===== config.mk =====
export PLATFORM = sky130hd
export DESIGN_NAME = register_file
export DESIGN_NICKNAME = d
export VERILOG_FILES = /design/src/rtl/register_file_pkg.sv /design/src/rtl/register_file_decoder.sv /design/src/rtl/register_file_mux.sv /design/src/rtl/register_file.sv
export SDC_FILE = /design/constraint.sdc
export NUM_CORES = 1
export LEC_CHECK = 0
export ABC_AREA = 1
export BUFFER_PORTS_ARGS = -buffer_cell sky130_fd_sc_hd__buf_4
export CAP_MARGIN = 0
export CORE_ASPECT_RATIO = 0.8
export CORE_MARGIN = 5
export CORE_UTILIZATION = 35
export CTS_CLUSTER_SIZE = 24
export DETAILED_ROUTE_END_ITERATION = 8
export GPL_ROUTABILITY_DRIVEN = 0
export PLACE_DENSITY = 0.57
export SLEW_MARGIN = 25
export SYNTH_ARGS = -nofsm -noshare
export SYNTH_HDL_FRONTEND = slang
export SYNTH_HIERARCHICAL = 1
export SYNTH_SLANG_ARGS = --single-unit

===== constraint.sdc =====
create_clock -name clk -period 3 [get_ports clk]
set_input_delay 0.6 -clock clk [delete_from_list [all_inputs] [get_ports clk]]
set_output_delay 0.6 -clock clk [all_outputs]
set_load 0.02 [all_outputs]

===== src/rtl/register_file_pkg.sv =====
// Shared constants and types for the 16 x 32 register file and its decode/read stages.
package register_file_pkg;

    localparam int NUM_REGS   = 16;
    localparam int REG_ADDR_W = 4;
    localparam int DATA_W     = 32;

    typedef logic [REG_ADDR_W-1:0] reg_addr_t;
    typedef logic [NUM_REGS-1:0]   reg_sel_t;

    // True when the addressed register is the hardwired zero register.
    function automatic logic is_zero_target(input logic zero_reg, input reg_addr_t addr);
        return zero_reg && (addr == reg_addr_t'(0));
    endfunction

endpackage


===== src/rtl/register_file_decoder.sv =====
// 4-to-16 one-hot write-enable decoder for the register file.
module decoder_4to16
    import register_file_pkg::*;
(
    input  logic        en,
    input  logic [3:0]  addr,
    output logic [15:0] onehot
);

    always_comb begin
        onehot = '0;
        if (en) begin
            onehot[addr] = 1'b1;
        end
    end

endmodule


===== src/rtl/register_file_mux.sv =====
// 16:1 word multiplexer; the sixteen inputs arrive packed, word i at bits [i*Length +: Length].
module mux_16to1 #(
    parameter int Length = 32
) (
    input  logic [16*Length-1:0] din,
    input  logic [3:0]           sel,
    output logic [Length-1:0]    dout
);

    always_comb begin
        dout = '0;
        for (int i = 0; i < 16; i++) begin
            if (sel == 4'(i)) begin
                dout = din[i*Length +: Length];
            end
        end
    end

endmodule


===== src/rtl/register_file.sv =====
// 16-entry register file: one synchronous write port, two combinational read ports.
// Optional write-to-read forwarding is compiled in with `define REGFILE_BYPASS_EN.
module register_file
    import register_file_pkg::*;
#(
    parameter int Length   = DATA_W,
    parameter bit ZERO_REG = 1'b1
) (
    input  logic              clk,
    input  logic              rstb,
    input  logic              we,
    input  logic [3:0]        wr_addr,
    input  logic [Length-1:0] wr_data,
    input  logic [3:0]        rd_addr0,
    input  logic [3:0]        rd_addr1,
    output logic [Length-1:0] rd_data0,
    output logic [Length-1:0] rd_data1
);

    logic [Length-1:0]          regs [NUM_REGS];
    reg_sel_t                   wr_onehot_raw;
    reg_sel_t                   wr_onehot;
    logic [NUM_REGS*Length-1:0] rd_bus;
    logic [Length-1:0]          rd_mux0;
    logic [Length-1:0]          rd_mux1;

    decoder_4to16 u_wr_dec (
        .en     (we),
        .addr   (wr_addr),
        .onehot (wr_onehot_raw)
    );

    always_comb begin
        wr_onehot = wr_onehot_raw;
        if (ZERO_REG) begin
            wr_onehot[0] = 1'b0;
        end
    end

    // Reset clears the whole array and takes priority over a same-edge write.
    always_ff @(posedge clk) begin
        if (!rstb) begin
            for (int i = 0; i < NUM_REGS; i++) begin
                regs[i] <= '0;
            end
        end else begin
            for (int i = 0; i < NUM_REGS; i++) begin
                if (wr_onehot[i]) begin
                    regs[i] <= wr_data;
                end
            end
        end
    end

    always_comb begin
        rd_bus = '0;
        for (int i = 0; i < NUM_REGS; i++) begin
            rd_bus[i*Length +: Length] = regs[i];
        end
        if (ZERO_REG) begin
            rd_bus[0 +: Length] = '0;
        end
    end

    mux_16to1 #(.Length(Length)) u_rd_mux0 (
        .din  (rd_bus),
        .sel  (rd_addr0),
        .dout (rd_mux0)
    );

    mux_16to1 #(.Length(Length)) u_rd_mux1 (
        .din  (rd_bus),
        .sel  (rd_addr1),
        .dout (rd_mux1)
    );

`ifdef REGFILE_BYPASS_EN
    logic fwd0;
    logic fwd1;

    // Forward only a write that will actually land: not during reset, never into r0 when hardwired.
    always_comb begin
        fwd0 = we && rstb && (wr_addr == rd_addr0) && !is_zero_target(ZERO_REG, wr_addr);
        fwd1 = we && rstb && (wr_addr == rd_addr1) && !is_zero_target(ZERO_REG, wr_addr);
    end

    assign rd_data0 = fwd0 ? wr_data : rd_mux0;
    assign rd_data1 = fwd1 ? wr_data : rd_mux1;
`else
    assign rd_data0 = rd_mux0;
    assign rd_data1 = rd_mux1;
`endif

endmodule


==> flow_metrics.tcl <==
set metrics [dict create \
    cp_data_required_time_ns 2.40 \
    largestRegisters "regs: 480 flops" \
    worst_slack_ns 0.0336 \
    peakVddDrop_mv 0.419 \
    use_met3 0.0282 \
    max_freq_ghz 0.337 \
    leakage_nw 13.0 \
    grt_pass1_wl_um 120000 \
    grt_use_total 0.199 \
    cts-root-buf "clkbuf_16" \
    dp_slack_ns -0.194 \
    route.detailed.drc 0 \
    wl_per_cell_um 18.9 \
    grt_start_max_net_pins 57 \
    post-route-period-util 0.989 \
    ios 111 \
    largest_reg_flops 480 \
    die_x_um 309 \
    hold_viol_final 0 \
    cp_slowest_cell "buf_4" \
    rsz0062_at_grt "true" \
    layout.nets 3313 \
    drive_gt1_frac 0.175 \
    ctsHoldBuffers 0 \
    synthCells 3029 \
    io_buffers 110 \
    viasPerCell 4.98 \
    period_minus_slack_ns 2.97 \
    grt_busiest_layer "met2" \
    n_antenna_cell 0 \
    antenna_found_initial 0 \
    gr-usage-met1 0.269 \
    cp-start-kind "primary input" \
    area_growth_pct 23.5 \
    grt_pass1_vias 20500 \
    rows 87 \
    clock-sinks 480 \
    power.density_nw_per_um2 528 \
    end_kind "primary output" \
    cts_buffers 48 \
    critical_path_class "primary input to primary output" \
    synth_area_sq_um 25100 \
    overflow 0 \
    hold_class "primary input to flip-flop" \
    syn_avg_cell_area_sq_um 8.28 \
    drv_cap 0 \
    cts_tree "yes" \
    drt-total-wl_um 79900 \
    cts_max_level 2 \
    yosysWarnings 6 \
    start_util 0.355 \
    slew_headroom 0.548 \
    worst_slew_pin_slew_ns 0.678 \
    initialDrtViolationCount 1944 \
    crit_chain "buf_12 > clkinv_4 > nand2_1 > nor2_2 > inv_2 > buf_12 > nor2_1 > nor2_1 > nand4_1 > nand2_1 > nand4_1 > nor3_2 > nand4_1 > buf_4" \
    dr.pass1.iters 5 \
    clkSlewWorstSetupHoldPaths_ns 0.07 \
    die_y_um 249 \
    ant_nets 0 \
    status "complete, no violations" \
    cp_common_cell "nand4_1" \
    gr-usage-met2 0.333 \
    vias 21100 \
    slew_viol_final 0 \
    setup_viol 0 \
    crit_path_max_incr_delay_ns 0.22 \
    power_mw 16.4 \
    crit_fanout 8 \
    dieArea_sq_um 77200 \
    regMostFlops "regs" \
    crit_arrival_ns 2.37 \
    clockBufferDepth 3 \
    place_hpwl_um 52300 \
    core_area_sq_um 70800 \
]
[cell usage in the layout (no fill, tap or decap), types with 35 or more instances in the layout]
| cell type | instances |
|---|---|
| or2_2 | 60 |
| a21oi_1 | 48 |
| buf_6 | 37 |
| nand3_1 | 197 |
| buf_12 | 44 |
| conb_1 | 64 |
| nor2_1 | 509 |
| clkinv_1 | 44 |
| nand4_1 | 152 |
| inv_1 | 299 |
| edfxtp_1 | 480 |
| buf_4 | 171 |
| nand3_2 | 35 |
| nand2_2 | 45 |
| nand2_1 | 890 |
| nor2_2 | 37 |
| clkbuf_16 | 57 |
[where the power goes]
| group | switching [mW] | leakage (nW) | internal [mW] |
|---|---|---|---|
| clock network | 2.63 | 0.739 | 3.38 |
| registers | 0.222 | 4.62 | 7.89 |
| logic | 1.47 | 7.64 | 0.771 |
| total | 4.33 | 13.0 | 12.0 |
[area by class of cell]
cell class,count,area (sq um)
Multi-Input combinational cell,2122,9690
Inverter,349,1340
Tap cell,934,1170
Timing Repair Buffer,265,2870
Fill cell,6940,39800
Clock buffer,60,1290
Sequential cell,480,14400
Clock inverter,25,229
[critical path: cells and delay by family]
| family | cells | cell delay [ns] |
|---|---|---|
| simple gates | 9 | 1.18 |
| buf+inv | 5 | 0.56 |
[worst paths after layout]
check	startpoint	to	slack, ns	cells after the start
min	wr_data[20]	regs[1][84]	0.43	3
max	rd_addr1[3]	rd_data1[29]	0.03	14
[repair_timing]
| action | in CTS | in global routing |
|---|---|---|
| cloned | 3 | 7 |
| pin swaps | 41 | 122 |
| buffers inserted | 16 | 11 |
| gates resized for setup | 84 | 181 |
| setup endpoints to repair | 59 | 62 |
[per-stage QoR]
step	cells	hold WS, ns	TNS [ns]	area [sq um]	utilization
2_1_floorplan	3092	0.845	0	25300	-
3_3_place_gp	4117	1.03	-5.61	28100	0.397
3_5_place_dp	4117	1.02	-6.17	28100	0.397
4_1_cts	4219	0.411	-0.0299	30100	0.426
5_1_grt	4235	0.419	-1.07	31000	0.438
6_report	4235	0.429	0	31000	0.438
[layer usage]
metal / share of wire / routed length, um
met1: 0.42 / 33900
met2: 0.47 / 37800
met4: 0.031 / 2490
met5: 0 / 0
met3: 0.072 / 5720
Power figures use the tool's default switching activity.
